$ cat src/rtl/nco_quadrant_fold_if.sv
// Signal bundle between the NCO/quadrant folder and its surroundings:
// frequency/phase control, the first-quadrant core link and signed full-circle results.
interface nco_quadrant_fold_if #(
    parameter int ASIZE = 16,
    parameter int DSIZE = 16
);
    localparam int PSIZE = ASIZE + 2;

    logic             clr;
    logic             freq_we;
    logic [PSIZE-1:0] freq_in;
    logic [PSIZE-1:0] offset;
    logic             step_en;
    logic [ASIZE-1:0] core_angle;
    logic [DSIZE-1:0] core_cos;
    logic [DSIZE-1:0] core_sin;
    logic             out_valid;
    logic [DSIZE:0]   out_cos;
    logic [DSIZE:0]   out_sin;
    logic [1:0]       out_quad;

    modport slave (
        input  clr, freq_we, freq_in, offset, step_en, core_cos, core_sin,
        output core_angle, out_valid, out_cos, out_sin, out_quad
    );

    modport master (
        output clr, freq_we, freq_in, offset, step_en, core_cos, core_sin,
        input  core_angle, out_valid, out_cos, out_sin, out_quad
    );
endinterface

$ cat src/rtl/nco_quadrant_fold.sv
// Phase accumulator that folds each full-circle sample into a first-quadrant angle for the
// CORDIC core, then restores signs of the returned cos/sin using a latency-matched quadrant tag.
module nco_quadrant_fold #(
    parameter int ASIZE    = 16,
    parameter int DSIZE    = 16,
    parameter int CORE_LAT = 18
) (
    input  logic                clock,
    input  logic                rst_n,
    nco_quadrant_fold_if.slave  bus
);
    localparam int PSIZE = ASIZE + 2;

    logic [PSIZE-1:0] acc;
    logic [PSIZE-1:0] freq;
    logic [PSIZE-1:0] p_reg;
    logic [PSIZE-1:0] phase;
    logic [CORE_LAT:0] vpipe;
    logic [1:0]        qpipe [0:CORE_LAT];
    logic [DSIZE:0]    c_ext;
    logic [DSIZE:0]    s_ext;
    logic [DSIZE:0]    cos_nxt;
    logic [DSIZE:0]    sin_nxt;
    logic [1:0]        q_out;

    assign phase          = acc + bus.offset;
    assign bus.core_angle = p_reg[ASIZE-1:0];
    assign c_ext          = {1'b0, bus.core_cos};
    assign s_ext          = {1'b0, bus.core_sin};
    assign q_out          = qpipe[CORE_LAT];

    always_ff @(posedge clock or negedge rst_n) begin
        if (!rst_n) begin
            acc   <= '0;
            freq  <= '0;
            p_reg <= '0;
        end else begin
            if (bus.freq_we) freq <= bus.freq_in;
            // the step uses the frequency held before this edge, even if freq_we is also set
            if (bus.clr) begin
                acc <= '0;
            end else if (bus.step_en) begin
                p_reg <= phase;
                acc   <= acc + freq;
            end
        end
    end

    // The tag is captured every cycle; only the valid bit marks a real sample.
    always_ff @(posedge clock or negedge rst_n) begin
        if (!rst_n) begin
            vpipe <= '0;
            for (int i = 0; i <= CORE_LAT; i++) qpipe[i] <= 2'd0;
        end else begin
            vpipe    <= bus.clr ? '0 : {vpipe[CORE_LAT-1:0], bus.step_en};
            qpipe[0] <= phase[PSIZE-1:ASIZE];
            for (int i = 1; i <= CORE_LAT; i++) qpipe[i] <= qpipe[i-1];
        end
    end

    always_comb begin
        cos_nxt = c_ext;
        sin_nxt = s_ext;
        case (q_out)
            2'd0: begin cos_nxt = c_ext;  sin_nxt = s_ext;  end
            2'd1: begin cos_nxt = -s_ext; sin_nxt = c_ext;  end
            2'd2: begin cos_nxt = -c_ext; sin_nxt = -s_ext; end
            default: begin cos_nxt = s_ext; sin_nxt = -c_ext; end
        endcase
    end

    always_ff @(posedge clock or negedge rst_n) begin
        if (!rst_n) begin
            bus.out_valid <= 1'b0;
            bus.out_cos   <= '0;
            bus.out_sin   <= '0;
            bus.out_quad  <= 2'd0;
        end else begin
            bus.out_valid <= vpipe[CORE_LAT] & ~bus.clr;
            if (vpipe[CORE_LAT] && !bus.clr) begin
                bus.out_cos  <= cos_nxt;
                bus.out_sin  <= sin_nxt;
                bus.out_quad <= q_out;
            end
        end
    end
endmodule

$ cat src/flat_wrapper.sv
// flat-port wrapper written by rule: the top's interface ports become plain ports
module nco_quadrant_fold_flat 
#(
    parameter int ASIZE    = 16,
    parameter int DSIZE    = 16,
    parameter int CORE_LAT = 18
)
  (clock, rst_n, bus_clr, bus_freq_we, bus_freq_in, bus_offset, bus_step_en, bus_core_cos, bus_core_sin, bus_core_angle, bus_out_valid, bus_out_cos, bus_out_sin, bus_out_quad);
  nco_quadrant_fold_if #(.ASIZE(ASIZE), .DSIZE(DSIZE)) bus_i ();
  input  logic clock;
  input  logic rst_n;
  input wire logic [$bits(bus_i.clr)-1:0] bus_clr;
  input wire logic [$bits(bus_i.freq_we)-1:0] bus_freq_we;
  input wire logic [$bits(bus_i.freq_in)-1:0] bus_freq_in;
  input wire logic [$bits(bus_i.offset)-1:0] bus_offset;
  input wire logic [$bits(bus_i.step_en)-1:0] bus_step_en;
  input wire logic [$bits(bus_i.core_cos)-1:0] bus_core_cos;
  input wire logic [$bits(bus_i.core_sin)-1:0] bus_core_sin;
  output wire logic [$bits(bus_i.core_angle)-1:0] bus_core_angle;
  output wire logic [$bits(bus_i.out_valid)-1:0] bus_out_valid;
  output wire logic [$bits(bus_i.out_cos)-1:0] bus_out_cos;
  output wire logic [$bits(bus_i.out_sin)-1:0] bus_out_sin;
  output wire logic [$bits(bus_i.out_quad)-1:0] bus_out_quad;
  assign bus_i.clr = bus_clr;
  assign bus_i.freq_we = bus_freq_we;
  assign bus_i.freq_in = bus_freq_in;
  assign bus_i.offset = bus_offset;
  assign bus_i.step_en = bus_step_en;
  assign bus_i.core_cos = bus_core_cos;
  assign bus_i.core_sin = bus_core_sin;
  assign bus_core_angle = bus_i.core_angle;
  assign bus_out_valid = bus_i.out_valid;
  assign bus_out_cos = bus_i.out_cos;
  assign bus_out_sin = bus_i.out_sin;
  assign bus_out_quad = bus_i.out_quad;
  nco_quadrant_fold #(.ASIZE(ASIZE), .DSIZE(DSIZE), .CORE_LAT(CORE_LAT)) u_core (.clock(clock), .rst_n(rst_n), .bus(bus_i));
endmodule
$ cat config.mk
export PLATFORM = sky130hd
export DESIGN_NAME = nco_quadrant_fold_flat
export DESIGN_NICKNAME = d
export VERILOG_FILES = /design/src/rtl/nco_quadrant_fold_if.sv /design/src/rtl/nco_quadrant_fold.sv /design/src/flat_wrapper.sv
export SDC_FILE = /design/constraint.sdc
export NUM_CORES = 1
export LEC_CHECK = 0
export ABC_AREA = 1
export CAP_MARGIN = 20
export CORE_ASPECT_RATIO = 1.75
export CORE_UTILIZATION = 50
export CTS_CLUSTER_DIAMETER = 60
export DETAILED_ROUTE_END_ITERATION = 10
export PLACE_DENSITY = 0.78
export SLEW_MARGIN = 10
export SYNTH_ARGS = -nofsm -noshare
export SYNTH_HDL_FRONTEND = slang
export SYNTH_SLANG_ARGS = --single-unit
export TNS_END_PERCENT = 100
$ cat constraint.sdc
create_clock -name clock -period 1.75 [get_ports clock]
set_input_delay 0.175 -clock clock [delete_from_list [all_inputs] [get_ports clock]]
set_output_delay 0.175 -clock clock [all_outputs]
set_load 0.01 [all_outputs]
==> run_results.csv <==
group,metric,value,unit
final_layout,top_regs,"u_core.qpipe x36, u_core.vpipe x19",
synth,synthArstFlopShare,100.0,%
global_routing,antenna_found_initial,1,
global_routing,grt_pass1_wl,44050,um
place,place_area,0.01109,mm2
synth,yosys_warnings,0,
cts,cts_made_buffers,17,
setup_path,regToRegStartpoint,"u_core.acc[11]",
final_layout,area_delta_synth_final,47.12,%
global_routing,grt_pass1_vias,9064,
timing,worst_pin_slew,604.8,ps
cts,cts.clk_slew.worst_paths,70,ps
setup_path,worst_path_max_delay_cell,"o21ai_0",
setup_path,endpoint_kind,"flip-flop",
global_routing,grt_max_degree,47,
final_layout,antennaDiodeCount,0,
global_routing,track_usage,33.46,%
power_and_ir_drop,power_density,1064,mW/mm2
place,place_hpwl,21120,um
setup_path,path_common_cell,"nand2_1",
job,cap_violations,0,
synth,ys_dominant_reg_cell,"dfrtp_1",
floorplan,ios,126,
worst_hold_path,hold_class,"input port to async pin",
setup_path,path_max_fanout,4,
synth,syn_area,0.008464,mm2
timing,slew_headroom,59.25,%
synth,synth-edff-count,0,
cts,clock-sinks,146,
timing,finalCritPeriodShare,113.4,%
timing,fmax,503.9,MHz
setup_path,r2r-end,"u_core.p_reg[12]",
power_and_ir_drop,leakagePower,6.072,nW
final_layout,top_register,"u_core.qpipe",
setup_path,ff2ff_setup_slack,-230,ps
setup_path,r2r.worst_path.cells,9,
place,post-place-cells,1581,
power_and_ir_drop,design_power_total,0.01325,W
synth,yosys_register_bits,146,
cts,htreeDepth,4,
drt,ant_nets,0,
setup_path,critPathRequiredTime,2060,ps
final_layout,nNetsFinal,1497,
drt,vias_per_cell,5.526,
synth,yosysSeqAreaShare,43.16,%
timing,rsz0062_at_grt,"yes",
floorplan,core-area,0.01645,mm2
timing,setup_ws,-234.7,ps
final_layout,largest_reg_flops,36,
timing,clock_skew,9.862,ps
drt,drtIter0Drc,617,
setup_path,path_class,"flip-flop to flip-flop",
synth,syn_inst,1111,
drt,via_count,8968,
power_and_ir_drop,ir_worst_vdd,0.6726,mV
cts,cts_root_buffer,"clkbuf_16",
final_layout,fillers,1151,
run_status,status,"finished with violations",
timing,hold_slack,233.0,ps
cts,cts_max_path_buffers,2,
final_layout,final_cells,1623,
final_layout,drive_above_1_share,26.30,%
cts,cts_tree,"done",
floorplan,die-width,100.4,um
timing,finalSetupViolations,15,
drt,wl,30040,um
place,io_buffers,125,
synth,mappedNetlistNets,1222,
setup_path,critPathMaxStageDelay,510,ps
floorplan,rows,62,
cts,insertion_delay,430,ps
drt,wl_per_cell,18.51,um
global_routing,grt-ovfl-total,0,
final_layout,fin_util,75.72,%
floorplan,die_area,0.01747,mm2
setup_path,worstPathCellList,"ha_1, buf_4, nand2_1, o21ai_0, inv_1, nand3_1, nand2_1, nand3_1, nand2_1",
drt,drc,0,
synth,ys_types,41,
timing,finalCriticalPeriod,1985,ps
synth,synth_area_per_cell,7.619,um2
place,place_congestion,1.059,
drt,dr.pass1.iters,6,
floorplan,die_y,174.1,um
floorplan,start_util,51.47,%
timing,drv_slew,0,
run_status,violations,"negative setup slack",
setup_path,crit_path_start_kind,"flip-flop",
timing,finalHoldViolCount,0,
setup_path,crit_arrival,2300,ps
final_layout,stdcell_area,0.01245,mm2
## repair_timing
action	CTS	global route
setup endpoints to repair	18	34
hold buffers	1	0
endpoints found under the hold margin	40	0
pin swaps	6	20
gates cloned	0	0
buffers inserted	2	8
gates resized for setup	30	107
## worst max-delay path: cells and delay by family (launching register included)
| family | cells | cell delay [ps] |
|---|---|---|
| flip-flops | 1 | 420 |
| buffers and inverters | 2 | 260 |
| adder cells (fa/ha/maj) | 1 | 320 |
| AND/OR/NAND/NOR | 5 | 350 |
| AO/OA/AOI/OAI | 1 | 510 |
## through the flow
stage | setup TNS (ps) | setup slack [ps]
2_1_floorplan | 0 | 25.89
3_3_place_gp | -5857 | -355.9
3_5_place_dp | -8099 | -422.6
4_1_cts | -762.6 | -131.6
5_1_grt | -3035 | -349.9
6_report | -1178 | -234.7
## kinds of logic (layout without fill, tap and decap cells)
group | count (synthesis) | in the layout | synth area share (%)
AND/OR/NAND/NOR | 580 | 580 | 29.31
XOR/XNOR | 17 | 17 | 1.848
multiplexers | 17 | 17 | 2.262
buffers and inverters | 155 | 443 | 7.347
adder cells (fa/ha/maj) | 38 | 38 | 5.795
flip-flops | 146 | 146 | 43.16
AO/OA/AOI/OAI | 158 | 158 | 10.27
## how the worst max path moves through the flow
stage	from	endpoint	cells after the start
4_1_cts	u_core.acc[0]	u_core.acc[16]	13
5_1_grt	u_core.acc[11]	u_core.p_reg[12]	9
2_1_floorplan	u_core.acc[0]	u_core.acc[16]	13
3_5_place_dp	bus_offset[0]	u_core.qpipe[36]	10
6_report	u_core.acc[11]	u_core.p_reg[12]	9
3_3_place_gp	bus_offset[0]	u_core.p_reg[14]	12
## synth_stat cells (3+ instances only)
| cell type | count | area (um2) |
|---|---|---|
| nor2_2 | 9 | 56.30 |
| a21oi_1 | 67 | 335.3 |
| inv_2 | 17 | 63.81 |
| o31ai_1 | 3 | 22.52 |
| mux2_2 | 17 | 191.4 |
| nor2_1 | 77 | 289.0 |
| inv_1 | 108 | 405.4 |
| dfrtp_1 | 146 | 3654 |
| o21bai_1 | 3 | 22.52 |
| a221oi_1 | 8 | 70.07 |
| nor3_1 | 6 | 30.03 |
| buf_2 | 15 | 75.07 |
| buf_4 | 3 | 22.52 |
| clkbuf_1 | 8 | 30.03 |
| nand3b_1 | 8 | 60.06 |
| nand3_1 | 91 | 455.4 |
| nand2_1 | 363 | 1363 |
| o221ai_1 | 4 | 35.03 |
| ha_1 | 36 | 450.4 |
| o21ai_1 | 28 | 140.1 |
| o21ai_0 | 39 | 195.2 |
| xor2_1 | 7 | 61.31 |
| nor2_4 | 5 | 56.30 |
| nand4_1 | 10 | 62.56 |
| xnor2_1 | 9 | 78.83 |
## layer usage
| layer | up-vias | routed length, um | GRT usage (%) |
|---|---|---|---|
| met3 | 175 | 1405 | 4.865 |
| met4 | 2 | 2594 | 23.73 |
| met1 | 4233 | 9987 | 32.00 |
| li1 | 4149 | - | - |
| met5 | - | 14 | 0 |
| met2 | 409 | 16040 | 63.16 |
## final cells by class
class / count / area [um2] / share of cell area [%]
clock buffer: 23 / 498.0 / 3.999
clock inverter: 9 / 102.6 / 0.8239
inverter: 126 / 475.5 / 3.818
multi-input combinational: 810 / 4860 / 39.02
sequential: 146 / 3661 / 29.40
tap: 224 / 280.3 / 2.251
timing repair buffer: 285 / 2576 / 20.69
## power breakdown
part	switching, W	internal, W	total (W)	leakage [nW]
Combinational	0.00279	0.00230	0.00508	3.94
Sequential	0.000445	0.00397	0.00442	1.84
Clock	0.00147	0.00228	0.00375	0.291
Total	0.00470	0.00855	0.0132	6.07
## layout by cell type, fill, tap and decap left out, types with 32 or more instances in the layout
cell and n:
o21ai_1 32, o21ai_0 34, a21oi_1 54, nand2_1 328
buf_4 148, nor2_1 67, clkdlybuf4s50_1 124, dfrtp_1 140
nand3_1 78, nand2_2 33, inv_1 104
Note: power is estimated with default switching activity, not from simulation.
